===== config.mk =====
export PLATFORM = sky130hd
export DESIGN_NAME = universal_shift_reg_n
export DESIGN_NICKNAME = d
export VERILOG_FILES = /design/src/rtl/usr_pkg.sv /design/src/rtl/usr_shift_core.sv /design/src/rtl/universal_shift_reg_n.sv
export SDC_FILE = /design/constraint.sdc
export NUM_CORES = 1
export LEC_CHECK = 0
export ABC_AREA = 1
export BUFFER_PORTS_ARGS = -buffer_cell sky130_fd_sc_hd__buf_4
export CAP_MARGIN = 10
export CORE_MARGIN = 4
export CORE_UTILIZATION = 56
export CTS_CLUSTER_SIZE = 40
export DETAILED_ROUTE_END_ITERATION = 7
export HOLD_SLACK_MARGIN = 0.05
export PLACE_DENSITY = 0.94
export SKIP_CTS_REPAIR_TIMING = 1
export SLEW_MARGIN = 20
export SYNTH_ARGS = -nofsm -noshare
export SYNTH_HDL_FRONTEND = slang
export SYNTH_SLANG_ARGS = --single-unit
export TNS_END_PERCENT = 100

===== constraint.sdc =====
create_clock -name clk -period 2.4 [get_ports clk]
set_input_delay 0.6 -clock clk [delete_from_list [all_inputs] [get_ports clk]]
set_output_delay 0.6 -clock clk [all_outputs]
set_load 0.005 [all_outputs]

===== src/rtl/usr_pkg.sv =====
// Shared definitions for the universal shift register: operation codes and burst FSM states.
package usr_pkg;

  localparam logic [2:0] MODE_HOLD = 3'b000;
  localparam logic [2:0] MODE_SHR  = 3'b001;
  localparam logic [2:0] MODE_SHL  = 3'b010;
  localparam logic [2:0] MODE_LOAD = 3'b011;
  localparam logic [2:0] MODE_ROR  = 3'b100;
  localparam logic [2:0] MODE_ROL  = 3'b101;
  localparam logic [2:0] MODE_ASR  = 3'b110;
  localparam logic [2:0] MODE_CLR  = 3'b111;

  typedef enum logic [0:0] {
    ST_IDLE = 1'b0,
    ST_BUSY = 1'b1
  } usr_state_e;

endpackage


===== src/rtl/usr_shift_core.sv =====
// Combinational next-value function of the shift register for one operation step.
module usr_shift_core
  import usr_pkg::*;
#(
  parameter int WIDTH = 8
) (
  input  logic [WIDTH-1:0] q,
  input  logic [2:0]       mode,
  input  logic [WIDTH-1:0] din,
  input  logic             sin_r,
  input  logic             sin_l,
  output logic [WIDTH-1:0] q_next
);

  // operation decode; unknown codes fall back to hold
  always_comb begin
    q_next = q;
    case (mode)
      MODE_HOLD: q_next = q;
      MODE_SHR:  q_next = {sin_r, q[WIDTH-1:1]};
      MODE_SHL:  q_next = {q[WIDTH-2:0], sin_l};
      MODE_LOAD: q_next = din;
      MODE_ROR:  q_next = {q[0], q[WIDTH-1:1]};
      MODE_ROL:  q_next = {q[WIDTH-2:0], q[WIDTH-1]};
      MODE_ASR:  q_next = {q[WIDTH-1], q[WIDTH-1:1]};
      MODE_CLR:  q_next = {WIDTH{1'b0}};
      default:   q_next = q;
    endcase
  end

endmodule


===== src/rtl/universal_shift_reg_n.sv =====
// N-bit universal shift register with a counted burst engine.
// Optional USR_STATUS_EN adds registered zero_flag and parity outputs.
module universal_shift_reg_n
  import usr_pkg::*;
#(
  parameter int WIDTH = 8,
  parameter int CNT_W = 8
) (
  input  logic             clk,
  input  logic             rst,
  input  logic             en,
  input  logic [2:0]       mode,
  input  logic [WIDTH-1:0] din,
  input  logic             sin_r,
  input  logic             sin_l,
  input  logic             start,
  input  logic [CNT_W-1:0] count,
  output logic [WIDTH-1:0] q,
  output logic             sout_r,
  output logic             sout_l,
  output logic             busy,
  output logic             done
`ifdef USR_STATUS_EN
  ,
  output logic             zero_flag,
  output logic             parity
`endif
);

  usr_state_e       state_r, state_s;
  logic [CNT_W-1:0] cnt_r, cnt_s;
  logic [2:0]       mode_r, mode_s, op_mode_s;
  logic [WIDTH-1:0] q_r, q_s, core_q_s;
  logic             busy_r, busy_s, done_r, done_s;

  // a running burst replays its captured operation; otherwise the live mode drives the core
  always_comb begin
    if (state_r == ST_BUSY) begin
      op_mode_s = mode_r;
    end else begin
      op_mode_s = mode;
    end
  end

  usr_shift_core #(.WIDTH(WIDTH)) u_core (
    .q      (q_r),
    .mode   (op_mode_s),
    .din    (din),
    .sin_r  (sin_r),
    .sin_l  (sin_l),
    .q_next (core_q_s)
  );

  // state register together with the burst bookkeeping and datapath registers
  always_ff @(posedge clk) begin
    if (!rst) begin
      state_r <= ST_IDLE;
      cnt_r   <= {CNT_W{1'b0}};
      mode_r  <= MODE_HOLD;
      q_r     <= {WIDTH{1'b0}};
      busy_r  <= 1'b0;
      done_r  <= 1'b0;
    end else begin
      state_r <= state_s;
      cnt_r   <= cnt_s;
      mode_r  <= mode_s;
      q_r     <= q_s;
      busy_r  <= busy_s;
      done_r  <= done_s;
    end
  end

  // next-state: a start edge only captures the request, it never touches q
  always_comb begin
    state_s = state_r;
    cnt_s   = cnt_r;
    mode_s  = mode_r;
    case (state_r)
      ST_IDLE: begin
        if (en && start) begin
          mode_s = mode;
          cnt_s  = count;
          if (count != {CNT_W{1'b0}}) begin
            state_s = ST_BUSY;
          end else begin
            state_s = ST_IDLE;
          end
        end else begin
          state_s = ST_IDLE;
        end
      end
      ST_BUSY: begin
        if (en) begin
          cnt_s = cnt_r - CNT_W'(1);
          if (cnt_r == CNT_W'(1)) begin
            state_s = ST_IDLE;
          end else begin
            state_s = ST_BUSY;
          end
        end else begin
          state_s = ST_BUSY;
        end
      end
      default: state_s = ST_IDLE;
    endcase
  end

  // outputs: next q, busy follows the next state, done marks the final step
  always_comb begin
    q_s    = q_r;
    done_s = 1'b0;
    busy_s = (state_s == ST_BUSY);
    case (state_r)
      ST_IDLE: begin
        if (en && !start) begin
          q_s = core_q_s;
        end else if (en && start && (count == {CNT_W{1'b0}})) begin
          done_s = 1'b1;
        end else begin
          q_s = q_r;
        end
      end
      ST_BUSY: begin
        if (en) begin
          q_s    = core_q_s;
          done_s = (cnt_r == CNT_W'(1));
        end else begin
          q_s = q_r;
        end
      end
      default: q_s = q_r;
    endcase
  end

  assign q      = q_r;
  assign sout_r = q_r[0];
  assign sout_l = q_r[WIDTH-1];
  assign busy   = busy_r;
  assign done   = done_r;

`ifdef USR_STATUS_EN
  logic zero_r, parity_r;

  function automatic logic parity_of(input logic [WIDTH-1:0] v);
    return ^v;
  endfunction

  // status flags are computed from the next q so they line up with q itself
  always_ff @(posedge clk) begin
    if (!rst) begin
      zero_r   <= 1'b1;
      parity_r <= 1'b0;
    end else begin
      zero_r   <= (q_s == {WIDTH{1'b0}});
      parity_r <= parity_of(q_s);
    end
  end

  assign zero_flag = zero_r;
  assign parity    = parity_r;
`endif

endmodule

==> results.md <==
- Status: finished clean
- CP Cell Sequence: buf_4, buf_4
- #FFs+latches synth: 21
- Leakage: 0.813 nW
- Top cell type's share of synthesized area: 29.2%
- Post-route ant nets: 0
- Row count: 18
- Clk_lat worst skew: around 0.31 ns
- Peak supply drop: approximately 0.41 mV
- Cell area after layout: about 1700 µm²
- Initial antenna violation count: 0
- Worst R2R Path Depth: 6
- Worst hold path class: flop to flop
- Worst reg2reg startpoint: busy
- Chip width: roughly 59 µm
- CTS H-tree depth: 1
- Remaining Overflow, GRT: 0
- Wire length per cell: ~13 µm
- Die area: about 3400 µm²
- CTS buffer count: 3
- Post-synth ARST share: 0%
- Place WS: approximately 0.79 ns
- Startpoint Class: flop
- Max Slew Vio Count: 0
- Fin Clk Skew: around 0.0039 ns
- Final setup margin: around 0.76 ns
- DR iter-0 viols: 61
- Vias in the first global route: around 1400
- CP endpoint kind: output port
- HPWL after DPL: between 2000 and 3000 µm
- GRT Total Usage: around 22%
- Period minus WS final: ~1.6 ns
- First-pass GRT wire length: roughly 6000 µm
- Final nets: between 200 and 300
- Crit-path max FO: 13
- Syn nets: between 200 and 250
- Worst path most repeated cell: buf_4
- Max-slew headroom: 80.0%
- Area grow syn2layout: 20.9%
- PwrDens: around 500 nW/µm²
- Worst-Margin Slew: approximately 0.3 ns
- Worst reg-to-reg setup slack: 0.93 ns
- Share of post-route cells with drive strength above 1: between 20% and 30%
- Core area: between 2000 and 2500 µm²
- Post-DP Area: 1710 µm²
- Number of enable flip-flop cells after synthesis: 0
- Endpoints failing hold: 0
- Fin Setup TNS: 0 ns
- Largest net degree at the start of global routing: 16
- Inserted Diodes: 0
- IO Count: 37
- DRT Pass-1 Iters: 4
- Yosys warns: 0
- Part of the cycle the worst path needs: between 60 and 70%
- Worst Path Required: around 1.8 ns
- Crit path kind: flop to output port
- Clk buf depth: 2
- # port buffers: 36
- Slowest CP cell: dfxtp_1
- Worst stage delay on the critical path: roughly 0.36 ns
- Ys flop type: dfxtp_1
- Hold Startpoint: cnt_r[4]
- Die H: 58.7 µm
- Seq/Total Area, Yosys: between 20% and 30%
- Synth Cell Area: approximately 1400 µm²
- Root buf cell: clkbuf_4
- Endpoint arrival time on the critical path: about 1.0 ns
- Hold EP: cnt_r[4]
- Fmax: 610 MHz
- Via/cell ratio: around 5.6
- RSZ-0062 raised after global routing: no
- Max Cap Viol: 0
- Worst-path clk slew: around 0.12 ns
- Area leader, netlist: dfxtp_1
- RePlAce Congestion: about 0.91
- Starting density of the core: 58.6%
- Syn_area_per_cell: approximately 6.9 µm²
- Residual DRC: 0
- Via count: 1534
- Post-Route WL: 3470 µm
- Top cells by area, synth: dfxtp_1 (29%), nand2_1 (11%), nand2_4 (7.0%)
- CTS tree: built
- Worst R2R End: q[5]
- Num Clock Sinks: 21
- Setup violators final: 0
- Hold Path Stages: 2
- Yosys cell types: 31
- Synth Instances: approximately 210
==> report_power, final <==
| part | internal (mW) | switching [mW] |
|---|---|---|
| clock | 0.0650 | 0.112 |
| combinational | 0.117 | 0.164 |
| sequential | 0.377 | 0.0253 |
==> per-layer routing <==
layer | vias to the layer above | routed length (µm) | track usage [%]
met5 | - | 0 | 0
met3 | 8 | 173 | 4.82
met4 | 0 | 58 | 6.47
met2 | 38 | 1750 | 38.3
li1 | 766 | - | -
met1 | 722 | 1480 | 27.3
==> worst max path at each step <==
stage / from / endpoint / slack, ns / depth (start not counted)
2_1_floorplan: mode[1] / q[3] / 1.0 / 8
3_3_place_gp: mode[1] / q[3] / 0.82 / 9
3_5_place_dp: mode[1] / q[3] / 0.79 / 9
4_1_cts: busy / busy / 0.76 / 2
5_1_grt: busy / busy / 0.70 / 2
6_report: busy / busy / 0.76 / 2
==> kinds of logic after synthesis <==
| kind of cell | after synthesis | share of synthesized area (%) |
|---|---|---|
| fa+ha+maj | 2 | 1.74 |
| buf+inv | 31 | 9.91 |
| xor+xnor | 2 | 1.22 |
| compound gates | 53 | 21.0 |
| flops | 21 | 29.2 |
| simple gates | 99 | 36.9 |
==> critical path: cells and delay by family (launching register included) <==
| kind | cells | cell delay, ns |
|---|---|---|
| buffers and inverters | 2 | 0.37 |
| flip-flops | 1 | 0.36 |
==> per-stage QoR <==
stage               std cells  power, mW  util (%)  hold WS (ns)
floorplan                 208      0.597         -         0.444
global placement          270      0.681      69.8         0.452
detailed placement        270      0.688      69.8         0.461
CTS                       274      0.865      70.8         0.480
global route              274      0.921      70.8         0.502
finish                    274      0.861      70.8         0.476
==> cells in the mapped netlist, types with 2 or more instances <==
cell type	count
buf_6	2
a211oi_1	2
a21oi_2	2
nor2_1	21
a31oi_1	6
nand2_4	9
a22oi_1	3
nand2_1	42
nand2_2	4
xor2_1	2
dfxtp_1	21
a21oi_1	16
nand3_1	11
o21ai_0	15
buf_4	2
inv_2	3
nand4_1	4
inv_1	21
nand3_4	2
ha_1	2
nand3_2	2
o21ai_1	7
==> flip-flops by register name, summed over array words and instances (netlist names) <==
register / cells
done: 1
mode_r: 3
cnt_r: 8
q: 8
busy: 1
==> placed cells by master (no fill, tap or decap) <==
master and count:
o21ai_1 7, and2_4 1, a31oi_1 6, nand4_1 4
inv_1 21, inv_2 3, clkinv_2 1, xor2_1 2
ha_1 2, clkbuf_1 1, a21oi_2 2, nand3_4 2
and2_1 1, a21boi_2 1, o32ai_1 1, nor2_1 21
nor2_4 1, dfxtp_1 21, nand2_2 4, nand2_4 9
a21oi_1 16, o21ai_0 15, a211oi_1 2, buf_4 37
a22oi_1 3, nand3_2 2, inv_4 1, nand2_1 42
and3_1 1, clkbuf_4 3, nand3_1 11
==> final cells by class <==
type                    count  area [µm²]
multi-input cells         156         876
fillers                   214         716
flip-flops and latches     21         420
repair buffers             37         278
inverters                  26         101
well taps                  30        37.5
clock buffers               4        26.3
(Power assumes the default switching activity.)
